### config.mk
export PLATFORM = sky130hd
export DESIGN_NAME = fetch_branch_unit_flat
export DESIGN_NICKNAME = d
export VERILOG_FILES = /design/src/rtl/fetch_branch_unit_if.sv /design/src/rtl/fetch_branch_unit.sv /design/src/flat_wrapper.sv
export SDC_FILE = /design/constraint.sdc
export NUM_CORES = 1
export LEC_CHECK = 0
export ABC_AREA = 1
export BUFFER_PORTS_ARGS = -buffer_cell sky130_fd_sc_hd__buf_2
export CAP_MARGIN = 10
export CORE_MARGIN = 5
export CORE_UTILIZATION = 35
export DETAILED_ROUTE_END_ITERATION = 10
export GPL_TIMING_DRIVEN = 0
export PLACE_DENSITY_LB_ADDON = 0.1
export SLEW_MARGIN = 10
export SYNTH_ARGS = -nofsm -noshare
export SYNTH_HDL_FRONTEND = slang
export SYNTH_SLANG_ARGS = --single-unit
### constraint.sdc
create_clock -name clock -period 3.2 [get_ports clock]
set_clock_uncertainty 0.1 [all_clocks]
set_input_delay 0.48 -clock clock [delete_from_list [all_inputs] [get_ports clock]]
set_output_delay 0.48 -clock clock [all_outputs]
set_load 0.1 [all_outputs]
### src/rtl/fetch_branch_unit_if.sv
// fetch_branch_unit_if: decode-side inputs and fetch/status outputs of the fetch/branch unit
interface fetch_branch_unit_if #(
  parameter int ADDR_W = 12,
  parameter int CNT_W  = 5
);
  logic              exec;
  logic              stall;
  logic              dec_valid;
  logic [15:0]       dec_ir;
  logic [ADDR_W-1:0] dec_pc;
  logic [3:0]        szcv;
  logic              halt_req;
  logic [ADDR_W-1:0] pc;
  logic              fetch_en;
  logic              flush;
  logic              halting;
  logic [CNT_W-1:0]  ras_count;
  logic              ras_ovf;
  logic              ras_unf;
  modport master (
    output exec, stall, dec_valid, dec_ir, dec_pc, szcv, halt_req,
    input  pc, fetch_en, flush, halting, ras_count, ras_ovf, ras_unf
  );
  modport slave (
    input  exec, stall, dec_valid, dec_ir, dec_pc, szcv, halt_req,
    output pc, fetch_en, flush, halting, ras_count, ras_ovf, ras_unf
  );
endinterface

### src/rtl/fetch_branch_unit.sv
// fetch_branch_unit: fetch PC, branch resolution for P2, return-address stack and run/halt control
module fetch_branch_unit #(
  parameter int ADDR_W    = 12,
  parameter int RAS_DEPTH = 16,
  parameter int CNT_W     = $clog2(RAS_DEPTH + 1)
) (
  input  logic               clock,
  input  logic               reset,
  fetch_branch_unit_if.slave bus
);
  localparam int PW = $clog2(RAS_DEPTH);
  localparam logic [1:0] S_IDLE = 2'd0, S_RUN = 2'd1, S_HALT = 2'd2;
  logic [1:0]        r_state;
  logic [ADDR_W-1:0] r_pc;
  logic              r_flush, r_ovf, r_unf;
  logic [CNT_W-1:0]  r_count;
  logic [PW-1:0]     r_top;
  logic [ADDR_W-1:0] r_ras [RAS_DEPTH];
  logic              w_run, w_acc, w_b, w_bal, w_br, w_bcc, w_sv, w_cc;
  logic              w_empty, w_full, w_push, w_pop, w_redir, w_halt, w_unused_c;
  logic [ADDR_W-1:0] w_disp, w_tgt;
  logic [PW-1:0]     w_top_up;
  assign w_run    = r_state == S_RUN;
  assign w_acc    = w_run & bus.dec_valid & ~bus.stall & ~r_flush;
  assign w_b      = bus.dec_ir[15:11] == 5'b10100;
  assign w_bal    = bus.dec_ir[15:11] == 5'b10110;
  assign w_br     = bus.dec_ir[15:11] == 5'b10101;
  assign w_bcc    = bus.dec_ir[15:10] == 6'b101110;
  assign w_sv     = bus.szcv[3] ^ bus.szcv[0];
  assign w_cc     = bus.dec_ir[9] ? (bus.dec_ir[8] ? ~bus.szcv[2] : bus.szcv[2] | w_sv)
                                  : (bus.dec_ir[8] ? w_sv : bus.szcv[2]);
  assign w_unused_c = bus.szcv[1];
  assign w_empty  = r_count == '0;
  assign w_full   = r_count == CNT_W'(RAS_DEPTH);
  assign w_push   = w_acc & w_bal;
  assign w_redir  = w_acc & (w_b | w_bal | (w_bcc & w_cc) | (w_br & ~w_empty));
  assign w_pop    = w_redir & w_br;
  // a BR that cannot redirect is an underflow and halts like HLT
  assign w_halt   = w_acc & ~w_redir & (bus.halt_req | w_br);
  assign w_disp   = {{(ADDR_W-8){bus.dec_ir[7]}}, bus.dec_ir[7:0]};
  assign w_tgt    = w_br ? r_ras[r_top] : bus.dec_pc + w_disp;
  assign w_top_up = r_top + PW'(1);
  // circular buffer: pushing when full naturally overwrites the oldest slot
  always_ff @(posedge clock)
    if (w_push) r_ras[w_top_up] <= bus.dec_pc + ADDR_W'(1);
  always_ff @(posedge clock) begin
    if (reset) begin
      r_state <= S_IDLE;
      r_pc    <= '0;
      r_flush <= 1'b0;
      r_count <= '0;
      r_top   <= '0;
      r_ovf   <= 1'b0;
      r_unf   <= 1'b0;
    end else if (w_run) begin
      if (w_redir) begin
        r_pc    <= w_tgt;
        r_flush <= 1'b1;
      end else if (w_halt) begin
        r_state <= S_HALT;
      end else if (!bus.stall) begin
        r_pc    <= r_pc + ADDR_W'(1);
        r_flush <= 1'b0;
      end
      if (w_push) begin
        r_top   <= w_top_up;
        r_count <= w_full ? r_count : r_count + CNT_W'(1);
        r_ovf   <= r_ovf | w_full;
      end
      if (w_pop) begin
        r_top   <= r_top - PW'(1);
        r_count <= r_count - CNT_W'(1);
      end
      if (w_halt & w_br) r_unf <= 1'b1;
    end else if (bus.exec) begin
      r_state <= S_RUN;
    end
  end
  assign bus.pc        = r_pc;
  assign bus.fetch_en  = w_run;
  assign bus.flush     = r_flush;
  assign bus.halting   = r_state == S_HALT;
  assign bus.ras_count = r_count;
  assign bus.ras_ovf   = r_ovf;
  assign bus.ras_unf   = r_unf;
endmodule

### src/flat_wrapper.sv
// flat-port wrapper written by rule: the top's interface ports become plain ports
module fetch_branch_unit_flat 
#(
  parameter int ADDR_W    = 12,
  parameter int RAS_DEPTH = 16,
  parameter int CNT_W     = $clog2(RAS_DEPTH + 1)
)
  (clock, reset, bus_exec, bus_stall, bus_dec_valid, bus_dec_ir, bus_dec_pc, bus_szcv, bus_halt_req, bus_pc, bus_fetch_en, bus_flush, bus_halting, bus_ras_count, bus_ras_ovf, bus_ras_unf);
  fetch_branch_unit_if #(.ADDR_W(ADDR_W), .CNT_W(CNT_W)) bus_i ();
  input  logic clock;
  input  logic reset;
  input wire logic [$bits(bus_i.exec)-1:0] bus_exec;
  input wire logic [$bits(bus_i.stall)-1:0] bus_stall;
  input wire logic [$bits(bus_i.dec_valid)-1:0] bus_dec_valid;
  input wire logic [$bits(bus_i.dec_ir)-1:0] bus_dec_ir;
  input wire logic [$bits(bus_i.dec_pc)-1:0] bus_dec_pc;
  input wire logic [$bits(bus_i.szcv)-1:0] bus_szcv;
  input wire logic [$bits(bus_i.halt_req)-1:0] bus_halt_req;
  output wire logic [$bits(bus_i.pc)-1:0] bus_pc;
  output wire logic [$bits(bus_i.fetch_en)-1:0] bus_fetch_en;
  output wire logic [$bits(bus_i.flush)-1:0] bus_flush;
  output wire logic [$bits(bus_i.halting)-1:0] bus_halting;
  output wire logic [$bits(bus_i.ras_count)-1:0] bus_ras_count;
  output wire logic [$bits(bus_i.ras_ovf)-1:0] bus_ras_ovf;
  output wire logic [$bits(bus_i.ras_unf)-1:0] bus_ras_unf;
  assign bus_i.exec = bus_exec;
  assign bus_i.stall = bus_stall;
  assign bus_i.dec_valid = bus_dec_valid;
  assign bus_i.dec_ir = bus_dec_ir;
  assign bus_i.dec_pc = bus_dec_pc;
  assign bus_i.szcv = bus_szcv;
  assign bus_i.halt_req = bus_halt_req;
  assign bus_pc = bus_i.pc;
  assign bus_fetch_en = bus_i.fetch_en;
  assign bus_flush = bus_i.flush;
  assign bus_halting = bus_i.halting;
  assign bus_ras_count = bus_i.ras_count;
  assign bus_ras_ovf = bus_i.ras_ovf;
  assign bus_ras_unf = bus_i.ras_unf;
  fetch_branch_unit #(.ADDR_W(ADDR_W), .RAS_DEPTH(RAS_DEPTH), .CNT_W(CNT_W)) u_core (.clock(clock), .reset(reset), .bus(bus_i));
endmodule
==> results by group, run 1 <==
Run status
  – Status: finished, final reports clean

Route
  – # DRC: 0
  – Routed vias: 7364
  – Starting DRC count in detailed routing: 539
  – Vias per inst: 5.17
  – Router iterations before antenna repair: 5
  – Post-Route WL: 30.7 mm
  – Routed length per instance: 21.6 um
  – Antenna viol nets, final: 0

Timing
  – Worst Max-Slew Pin Slew: 1.14 ns
  – Setup ws final: 0.522 ns
  – Final Slew Violations: 0
  – RSZ-0062 raised after global routing: false
  – Crit path time final: 2.68 ns
  – Endpoints failing setup: 0
  – Fmax: 373 MHz
  – Final period utilization: 83.7%
  – Final number of hold-violating endpoints: 0
  – Relative slew slack: 23.9%

Cells and area
  – Non-Filler Instances: 1423
  – Antenna Cells: 0
  – Nets: 1081
  – Share of layout cells above drive strength 1: 16.2%
  – Area grow syn2layout: 19.6%
  – Multi-input logic area: 3320 sq um
  – # fillers: 2838
  – FF+latch area: 6370 sq um
  – Final core utilization: 42.1%

Critical path
  – WP data arrival: 3.02 ns
  – CP endpoint kind: register
  – Crit path kind: register to register
  – CP top delay family: compound AO/OA/AOI/OAI gates
  – Worst path cell trace: inv_1 -> clkbuf_1 -> o21ai_0 -> o22ai_1 -> nor2_1 -> o211ai_1 -> nand3_1 -> a31oi_1
  – CP required: 3.55 ns
  – Critical Path Start Type: register
  – Critical path buffers and inverters: 2
  – Crit-path slowest cell: dfxtp_1
  – Critical Path Max Stage Delay: 0.49 ns
  – Crit-path max FO: 10

Synthesis
  – Synth Instances: 920
  – #FFs+latches synth: 222
  – Most instantiated library cell after synthesis: edfxtp_1
  – Post-synthesis async set-or-reset flop share: 0%
  – Post-synthesis simple-gate area fraction: 12.5%
  – Largest area contributor in the netlist: edfxtp_1
  – Synthesized cell area: 10000 sq um
  – Post-synth EDFFs: 192
  – Largest family of logic cells by synthesized area: compound AO/OA/AOI/OAI gates
  – Sequential area share after synthesis: 63.4%
  – Mapped Nets: 980
  – Predominant post-synthesis flop cell: edfxtp_1
  – Mean post-synth cell area: 10.9 sq um
  – Post-synthesis adder-cell area fraction: 2.82%
  – Area share of the largest cell type after synthesis: 57.4%
  – Post-Synth XOR/XNOR Area: 2.78%
  – Synth warnings: 0
  – Compound-gate portion of the synthesized area: 14.3%
  – Post-synth top cells: edfxtp_1, nor2_1, o21ai_0, nand2_1, inv_1
  – Post-synth cell types: 41
  – Mux cell area share after synthesis: 0%
  – Largest cells by area after synthesis: edfxtp_1, o21ai_0, dfxtp_1

Clocking
  – Hold_buf cts: 0
  – Root buffer cell: clkbuf_16
  – Htree depth: 1
  – Clk buf depth: 3
  – Clk slew on worst S/H paths: 0.06 ns
  – Post-CTS Resized: 0
  – Clk_lat worst skew: 0.52 ns
  – # clock sinks: 222
  – Post-CTS setup buffers: 0
  – Num CTS Buffers: 26
  – CTS tree: done

Worst hold path
  – Worst min-delay path class: primary input to register

GRT
  – Vias in the first global route: 7127
  – GRT Total Usage: 18.9%
  – First-pass GRT wire length: 45.0 mm
  – Antenna violations before repair: 0
  – Largest net degree at the start of global routing: 17
  – GRT overflow: 0

Floorplanning
  – I/O pin count: 60
  – Die W: 179 um
  – Cell row count: 62
  – Die Ht: 179 um
  – Core Region: 28500 sq um
  – Effective utilization at floorplan: 35.2%
  – Die ar.: 32200 sq um

Placed design
  – Buffers on Ports: 57
  – Routability Congestion: 0.843
  – Pre-CTS setup slack: 0.246 ns
  – Dpl hpwl: 21.3 mm
  – Placed cell count: 1377

Job
  – Max-cap violations: 0

Power and ir drop
  – Leak: 4.33 nW
  – Power density over cell area: 550 nW/um^2
  – Max IR drop VDD: 0.344 mV
-- state kept, by name, summed over array words and instances, names as in the netlist, named ones only --
register / count
u_core.r_ras: 192
u_core.bus.pc: 12
u_core.bus.ras_count: 5
u_core.r_top: 4
u_core.r_state: 2
u_core.bus.flush: 1
u_core.bus.ras_ovf: 1
u_core.bus.ras_unf: 1
-- power breakdown --
part | internal, mW | switching [mW] | total, mW | leakage (nW)
logic | 0.0994 | 0.280 | 0.379 | 1.93
clock network | 1.91 | 1.15 | 3.05 | 0.439
registers | 3.17 | 0.0129 | 3.18 | 1.97
-- per-stage QoR --
| step | setup TNS (ns) | area (sq um) | hold slack, ns | power [mW] |
|---|---|---|---|---|
| final | 0 | 12000 | 0.176 | 6.61 |
| after global routing | 0 | 12000 | 0.199 | 6.82 |
| after CTS | 0 | 12000 | 0.173 | 6.65 |
| after detailed placement | 0 | 11100 | 0.353 | 3.62 |
| after global placement | -42.04 | 10800 | 0.351 | 3.62 |
| after floorplan | 0 | 10000 | 0.339 | 3.50 |
-- cells in the final DEF (no fill, tap or decap), types with 4 or more instances in the layout --
cell,instances
nor2_1,138
clkbuf_1,31
inv_2,4
inv_1,53
nor3_1,4
ha_1,21
xnor2_1,8
o22ai_1,17
nor2_2,18
a31oi_1,7
o21ai_0,129
clkbuf_16,27
o221ai_1,20
nand3_1,49
buf_2,73
buf_8,13
o211ai_1,26
nand2_1,74
edfxtp_1,192
clkbuf_8,6
xor2_1,18
a21oi_1,34
xor2_2,5
dfxtp_1,30
-- final cells by class --
class	count	share of cell area, %
buffer	46	1.73
clock buffer	37	6.44
clock inverter	9	0.969
inverter	57	1.78
multi-input combinational	595	27.7
sequential	222	53.0
tap	384	4.00
timing repair buffer	73	4.42
-- worst paths after layout --
check,start,endpoint,slack (ns),cells after the start
worst min-delay path,bus_halt_req,u_core.r_state[0]$_SDFFE_PP0P_,0.18,4
worst max-delay path,register,u_core.bus.pc[7]$_SDFFE_PP0P_,0.52,8
worst min register to register,u_core.r_state[1]$_SDFFE_PP0P_,u_core.r_state[1]$_SDFFE_PP0P_,0.36,2
worst max register to register,register,u_core.bus.pc[7]$_SDFFE_PP0P_,0.52,8
-- cells by family after synthesis --
family                     count (synthesis)
xor gates and xnor gates                  31
AOI/OAI and AO/OA                        246
DFF                                      222
adders and majority gates                 22
and+or+nand+nor                          296
buffers and inverters                    103
-- routing by layer --
layer	wire (um)	global-route usage, %	vias up	part of all wire, %
met1	13600	25.8	3616	44
met5	0	0	-	0
met4	636	4.09	0	2.1
li1	-	-	3513	-
met3	1470	2.90	40	4.8
met2	15000	32.1	195	49
-- worst min-delay path: cells and delay by family --
family / cells / cell delay (ns)
AOI/OAI and AO/OA: 2 / 0.11
buffers and inverters: 1 / 0.09
and+or+nand+nor: 1 / 0.06
Note: power is estimated with default switching activity, not from simulation.
==> run 2: changes to the inputs <==
--- a/config.mk
+++ b/config.mk
@@ -5,7 +5,7 @@
 export SDC_FILE = /design/constraint.sdc
 export NUM_CORES = 1
 export LEC_CHECK = 0
-export ABC_AREA = 1
+export ABC_AREA = 0
 export BUFFER_PORTS_ARGS = -buffer_cell sky130_fd_sc_hd__buf_2
 export CAP_MARGIN = 10
 export CORE_MARGIN = 5
==> constraint.sdc (replaced) <==
create_clock -name clock -period 2.3 [get_ports clock]
set_clock_uncertainty 0.1 [all_clocks]
set_input_delay 0.345 -clock clock [delete_from_list [all_inputs] [get_ports clock]]
set_output_delay 0.345 -clock clock [all_outputs]
set_load 0.1 [all_outputs]
==> results by group, run 2 <==
Synthesis
  – #FFs+latches synth: 222 (unchanged)
  – Post-synthesis async set-or-reset flop share: 0% (unchanged)
  – Synth warnings: 0 (unchanged)
  – Most instantiated library cell after synthesis: edfxtp_1
  – Synthesized cell area: 9880 sq um (-1.6%)
  – Mapped Nets: 707 (-28%)
  – Mean post-synth cell area: 15.3 sq um (+40%)
  – Largest area contributor in the netlist: edfxtp_1
  – Post-synth top cells: edfxtp_1, mux4_2, nor2_1, nand2_1, dfxtp_1
  – Area share of the largest cell type after synthesis: 58.3% (+0.92 points)
  – Post-synth EDFFs: 192 (unchanged)
  – Predominant post-synthesis flop cell: edfxtp_1
  – Synth Instances: 647 (-30%)
  – Post-synth cell types: 54 (+32%)
  – Sequential area share after synthesis: 64.4% (+1.0 points)
  – Largest cells by area after synthesis: edfxtp_1, mux4_2, dfxtp_1

Floorplanning
  – Cell row count: 61 (-1.6%)
  – Effective utilization at floorplan: 35.5% (+0.30 points)
  – Die Ht: 178 um (-0.74%)
  – Die W: 178 um (-0.74%)
  – I/O pin count: 60 (unchanged)
  – Core Region: 27900 sq um (-2.4%)
  – Die ar.: 31700 sq um (-1.5%)

Clocking
  – CTS tree: done
  – Clk slew on worst S/H paths: 0.06 ns (about the same)
  – Num CTS Buffers: 25 (-3.8%)
  – Root buffer cell: clkbuf_16
  – Htree depth: 1 (unchanged)
  – # clock sinks: 222 (unchanged)
  – Clk_lat worst skew: 0.52 ns (about the same)
  – Clk buf depth: 3 (unchanged)

Run status
  – Failing checks: setup timing
  – Status: complete, but fails checks

Cells and area
  – Area grow syn2layout: 26.9%
  – Max reg flops: 192 (unchanged)
  – Leading cell types in the layout, fill and taps excluded: edfxtp_1, buf_2, mux4_2
  – Antenna Cells: 0 (unchanged)
  – Commonest non-fill, non-tap cell in the layout: edfxtp_1
  – Share of layout cells above drive strength 1: 35.8% (+20 points)
  – Final core utilization: 45.0% (+3.0 points)
  – Top reg by flops: u_core.r_ras
  – Non-Filler Instances: 1175 (-17%)
  – Nets: 839 (-22%)

Critical path
  – CP top delay family: multiplexers
  – CP most frequent cell: mux4_2
  – CP required: 2.57 ns (-0.98 ns)
  – Crit-path slowest cell: mux4_2
  – Worst path cell trace: buf_12 -> mux4_2 -> mux4_2 -> o211a_1 -> a21oi_2 -> a21oi_1
  – Critical path buffers and inverters: 1 (-1)
  – WP data arrival: 2.62 ns (-0.40 ns)
  – CP endpoint kind: register
  – Critical Path Max Stage Delay: 0.56 ns (+0.07 ns)
  – Crit-path max FO: 5 (-5)
  – Crit path kind: register to register
  – Critical Path Start Type: register

Power and ir drop
  – Total power: 8.83 mW (+34%)
  – Switching fraction of total power: 21.2% (-0.60 points)
  – Sequential share of power: 49.8% (+1.7 points)
  – Clock Power Share: 45.6% (-0.6 points)
  – Combinational power share: 4.6% (-1.1 points)
  – Leak: 4.17 nW (-3.8%)
  – Power density over cell area: 704 nW/um^2 (+28%)
  – Cell internal pwr: 6.96 mW (+35%)
  – Net Sw Power: 1.87 mW (+30%)
  – Max IR drop VDD: 0.411 mV (+19%)

Job
  – Max-cap violations: 0 (unchanged)

Placed design
  – Dpl hpwl: 18.9 mm (-11%)
  – Buffers on Ports: 57 (unchanged)
  – Routability Congestion: 0.858 (+1.8%)
  – Placed cell count: 1096 (-20%)

Timing
  – TNS Setup: -0.0643 ns (-0.0643 ns)
  – RSZ-0062 raised after global routing: true
  – Fmax: 426 MHz (+14%)
  – Setup ws final: -0.0489 ns (-0.571 ns)
  – WHS: 0.188 ns (+0.0116 ns)
  – Relative slew slack: 24.0% (+0.12 points)
  – Worst Max-Slew Pin Slew: 1.13 ns (-0.00600 ns)
  – Final number of hold-violating endpoints: 0 (unchanged)
  – Endpoints failing setup: 2 (+2)
  – Final period utilization: 102% (+18 points)
  – Final Slew Violations: 0 (unchanged)
  – Crit path time final: 2.35 ns (-0.329 ns)

Route
  – # DRC: 0 (unchanged)
  – Post-Route WL: 27.3 mm (-11%)
  – Router iterations before antenna repair: 5 (unchanged)
  – Routed length per instance: 23.2 um (+7.6%)
  – Antenna viol nets, final: 0 (unchanged)
  – Vias per inst: 5.27 (+1.8%)
  – Starting DRC count in detailed routing: 419 (-22%)
  – Routed vias: 6191 (-16%)

GRT
  – GRT overflow: 0 (unchanged)
  – Antenna violations before repair: 0 (unchanged)
  – First-pass GRT wire length: 40.3 mm (-11%)
  – Vias in the first global route: 6370 (-11%)
  – Largest net degree at the start of global routing: 17 (unchanged)
  – GRT Total Usage: 17.2% (-1.7 points)

Worst hold path
  – Worst min-delay path class: primary input to register
run 2: logic make-up (layout without fill, tap and decap cells):
logic type                 Yosys count  count (layout)  synth area share [%]
xor gates and xnor gates            27              27                  2.39
and+or+nand+nor                    162             162                  8.38
muxes                               66              66                  13.1
AOI/OAI and AO/OA                  110             110                  6.96
DFF                                222             222                  64.4
buffers and inverters               38             188                  1.92
adders and majority gates           22              22                  2.86
run 2: area by class of cell:
type,count,area (sq um)
Inverter,13,48.8
Tap cell,378,473
Sequential cell,222,6400
Multi-Input combinational cell,387,3650
Fill cell,2450,15300
Buffer,23,215
Clock inverter,19,205
Clock buffer,26,629
Timing Repair Buffer,107,923
run 2: path summary, 6_finish.rpt:
kind | start | to | slack (ns) | cells past startpoint
min | reset | u_core.bus.pc[5]$_SDFFE_PP0P_ | 0.19 | 2
max reg2reg | register | u_core.bus.pc[4]$_SDFFE_PP0P_ | -0.05 | 6
min reg2reg | u_core.bus.ras_ovf$_SDFFE_PP0P_ | u_core.bus.ras_ovf$_SDFFE_PP0P_ | 0.37 | 2
max | register | u_core.bus.pc[4]$_SDFFE_PP0P_ | -0.05 | 6
run 2: worst register-to-register path, stage by stage (launching register included):
cell	delay, ns
dfxtp_4	0.43
buf_12	0.16
mux4_2	0.51
mux4_2	0.57
o211a_1	0.26
a21oi_2	0.11
a21oi_1	0.07
run 2: metrics by stage:
stage / setup slack, ns / cell area (sq um)
2_1_floorplan: -0.142 / 9950
3_3_place_gp: -1.29 / 10700
3_5_place_dp: -0.791 / 11000
4_1_cts: -0.0649 / 12300
5_1_grt: -0.113 / 12500
6_report: -0.0489 / 12500
run 2: power groups by stage:
stage / clock network, mW / logic, mW / registers (mW)
2_1_floorplan: 0 / 0.223 / 4.50
4_1_cts: 4.13 / 0.394 / 4.39
3_3_place_gp: 0 / 0.373 / 4.48
5_1_grt: 4.30 / 0.449 / 4.39
3_5_place_dp: 0 / 0.386 / 4.48
6_report: 4.02 / 0.410 / 4.39
run 2: per-layer routing:
| layer | track usage, % | vias up | wire [um] |
|---|---|---|---|
| met5 | 0 | - | 0 |
| met4 | 4.25 | 0 | 583 |
| met3 | 2.42 | 37 | 1350 |
| met2 | 28.9 | 180 | 13100 |
| met1 | 23.8 | 3170 | 12200 |
| li1 | - | 2804 | - |
run 2: repair_timing:
| action | in CTS | in global routing |
|---|---|---|
| resized for setup | 48 | 34 |
| cloned | 0 | 1 |
| pin swaps | 15 | 13 |
| setup endpoints to repair | 236 | 250 |
| hold buffers | 1 | 0 |
| buffers inserted | 21 | 13 |
| endpoints found under the hold margin | 1 | 0 |
==> run 3: changes to the inputs <==
--- a/config.mk
+++ b/config.mk
@@ -9,7 +9,7 @@
 export BUFFER_PORTS_ARGS = -buffer_cell sky130_fd_sc_hd__buf_2
 export CAP_MARGIN = 10
 export CORE_MARGIN = 5
-export CORE_UTILIZATION = 35
+export CORE_UTILIZATION = 55
 export DETAILED_ROUTE_END_ITERATION = 10
 export GPL_TIMING_DRIVEN = 0
 export PLACE_DENSITY_LB_ADDON = 0.1
==> constraint.sdc (replaced) <==
create_clock -name clock -period 2.3 [get_ports clock]
set_clock_uncertainty 0.1 [all_clocks]
set_input_delay 0.46 -clock clock [delete_from_list [all_inputs] [get_ports clock]]
set_output_delay 0.46 -clock clock [all_outputs]
set_load 0.1 [all_outputs]
==> results by group, run 3 (same netlist as run 2, synthesis figures left out) <==
Run status
  – Status: complete, but fails checks
  – Failing checks: setup timing

GRT
  – Largest net degree at the start of global routing: 17 (unchanged)
  – GRT Total Usage: 24.5% (+7.2 points)
  – First-pass GRT wire length: 37.2 mm (-7.5%)
  – Vias in the first global route: 6249 (-1.9%)
  – Antenna violations before repair: 0 (unchanged)
  – GRT overflow: 0 (unchanged)

Cells and area
  – Commonest non-fill, non-tap cell in the layout: edfxtp_1
  – # fillers: 1195 (-51%)
  – Fin area: 12300 sq um (-1.6%)
  – Nets: 842 (+0.36%)
  – Antenna Cells: 0 (unchanged)
  – Final core utilization: 69.2% (+24 points)
  – Non-Filler Instances: 1028 (-13%)
  – Share of layout cells above drive strength 1: 36.7% (+0.91 points)
  – Leading cell types in the layout, fill and taps excluded: edfxtp_1, buf_2, mux4_2
  – Area grow syn2layout: 24.9%
  – Max reg flops: 192 (unchanged)
  – Top reg by flops: u_core.r_ras
  – Multi-input logic area: 3670 sq um (+0.58%)
  – FF+latch area: 6400 sq um (about the same)

Route
  – Routed vias: 6380 (+3.1%)
  – # DRC: 0 (unchanged)
  – Vias per inst: 6.21 (+18%)
  – Post-Route WL: 25.1 mm (-8.0%)
  – Routed length per instance: 24.4 um (+5.2%)
  – Antenna viol nets, final: 0 (unchanged)
  – Starting DRC count in detailed routing: 560 (+34%)
  – Router iterations before antenna repair: 5 (unchanged)

Power and ir drop
  – Max IR drop VDD: 0.656 mV (+60%)
  – Total power: 8.60 mW (-2.6%)
  – Power density over cell area: 697 nW/um^2 (-1.0%)
  – Leak: 4.18 nW (+0.32%)

Clocking
  – Htree depth: 1 (unchanged)
  – Root buffer cell: clkbuf_16
  – CTS tree: done
  – Clk buf depth: 3 (unchanged)
  – Hold_buf cts: 0 (-1)
  – Clk_lat worst skew: 0.53 ns (about the same)
  – # clock sinks: 222 (unchanged)
  – Clk slew on worst S/H paths: 0.06 ns (about the same)
  – Num CTS Buffers: 24 (-4.0%)

Worst hold path
  – Min-delay src: bus_exec
  – Worst min-delay path class: primary input to register

Timing
  – Relative slew slack: 30.5% (+6.5 points)
  – Final Slew Violations: 0 (unchanged)
  – Crit path time final: 2.36 ns (+0.0104 ns)
  – Final number of hold-violating endpoints: 0 (unchanged)
  – Final period utilization: 103% (+0.45 points)
  – Fmax: 424 MHz (-0.44%)
  – Worst Max-Slew Pin Slew: 1.04 ns (-0.0925 ns)
  – Setup ws final: -0.0593 ns (-0.0104 ns)
  – WHS: 0.128 ns (-0.0595 ns)
  – RSZ-0062 raised after global routing: true
  – Endpoints failing setup: 3 (+1)
  – TNS Setup: -0.128 ns (-0.0641 ns)

Critical path
  – CP endpoint kind: register
  – FF-to-FF End: u_core.bus.pc[4]$_SDFFE_PP0P_
  – Crit-path max FO: 5 (unchanged)
  – Worst R2R Setup Slack: -0.06 ns (about the same)
  – CP required: 2.57 ns (about the same)
  – R2R depth: 6 (unchanged)
  – Crit path kind: register to register
  – Critical Path Start Type: register
  – Worst setup endpoint: u_core.bus.pc[4]$_SDFFE_PP0P_
  – WP data arrival: 2.63 ns (about the same)

Placed design
  – Buffers on Ports: 57 (unchanged)
  – Placed Area: 10700 sq um (-2.0%)
  – Pre-CTS setup slack: -0.779 ns (+0.0112 ns)
  – Dpl hpwl: 16.1 mm (-15%)
  – Placed cell count: 946 (-14%)
  – Routability Congestion: 0.923 (+7.6%)

Floorplanning
  – Die ar.: 20700 sq um (-35%)
  – I/O pin count: 60 (unchanged)
  – Cell row count: 49 (-20%)
  – Die Ht: 144 um (-19%)
  – Core Region: 17800 sq um (-36%)
  – Effective utilization at floorplan: 55.4% (+20 points)
  – Die W: 144 um (-19%)

Job
  – Max-cap violations: 0 (unchanged)
[run 3: layout make-up]
type                            instances  share of cell area [%]
Multi-Input combinational cell        387                    29.7
Inverter                               13                   0.395
Clock inverter                         14                    1.34
Buffer                                 23                    1.84
Tap cell                              229                    2.32
Clock buffer                           29                    5.02
Timing Repair Buffer                  111                    7.50
Sequential cell                       222                    51.9
[run 3: per-layer routing]
metal / wire length [um] / track usage [%]
met5: 0 / 0
met4: 770 / 6.54
met3: 1870 / 4.73
met2: 12400 / 41.5
met1: 10100 / 32.8
[run 3: worst min-delay path by stage]
stage,endpoint,slack (ns),cells after the start
6_report,u_core.r_state[0]$_SDFFE_PP0P_,0.13,3
5_1_grt,u_core.r_state[0]$_SDFFE_PP0P_,0.13,3
4_1_cts,u_core.r_state[0]$_SDFFE_PP0P_,0.11,3
3_5_place_dp,u_core.bus.ras_ovf$_SDFFE_PP0P_,0.35,2
3_3_place_gp,u_core.bus.ras_ovf$_SDFFE_PP0P_,0.36,2
2_1_floorplan,u_core.r_state[0]$_SDFFE_PP0P_,0.39,2
[run 3: where the power goes]
| group | internal, mW | switching [mW] | total, mW | leakage, nW |
|---|---|---|---|---|
| registers | 4.39 | 0.00654 | 4.39 | 1.98 |
| clock network | 2.26 | 1.55 | 3.81 | 0.377 |
| logic | 0.137 | 0.260 | 0.397 | 1.83 |
[run 3: critical path, cell delays in order, from the launching register on]
cell and delay, ns:
dfxtp_4 0.44, buf_12 0.15, mux4_2 0.50, mux4_2 0.58, o211a_1 0.24, a21oi_1 0.12
a21oi_1 0.08
[run 3: timing repair]
| item | CTS | global route |
|---|---|---|
| buffers inserted | 22 | 16 |
| hold endpoints to repair | 0 | 0 |
| endpoints found under the setup margin | 215 | 234 |
| gates resized for setup | 48 | 51 |
| pin swaps | 17 | 22 |
| gates cloned | 1 | 1 |
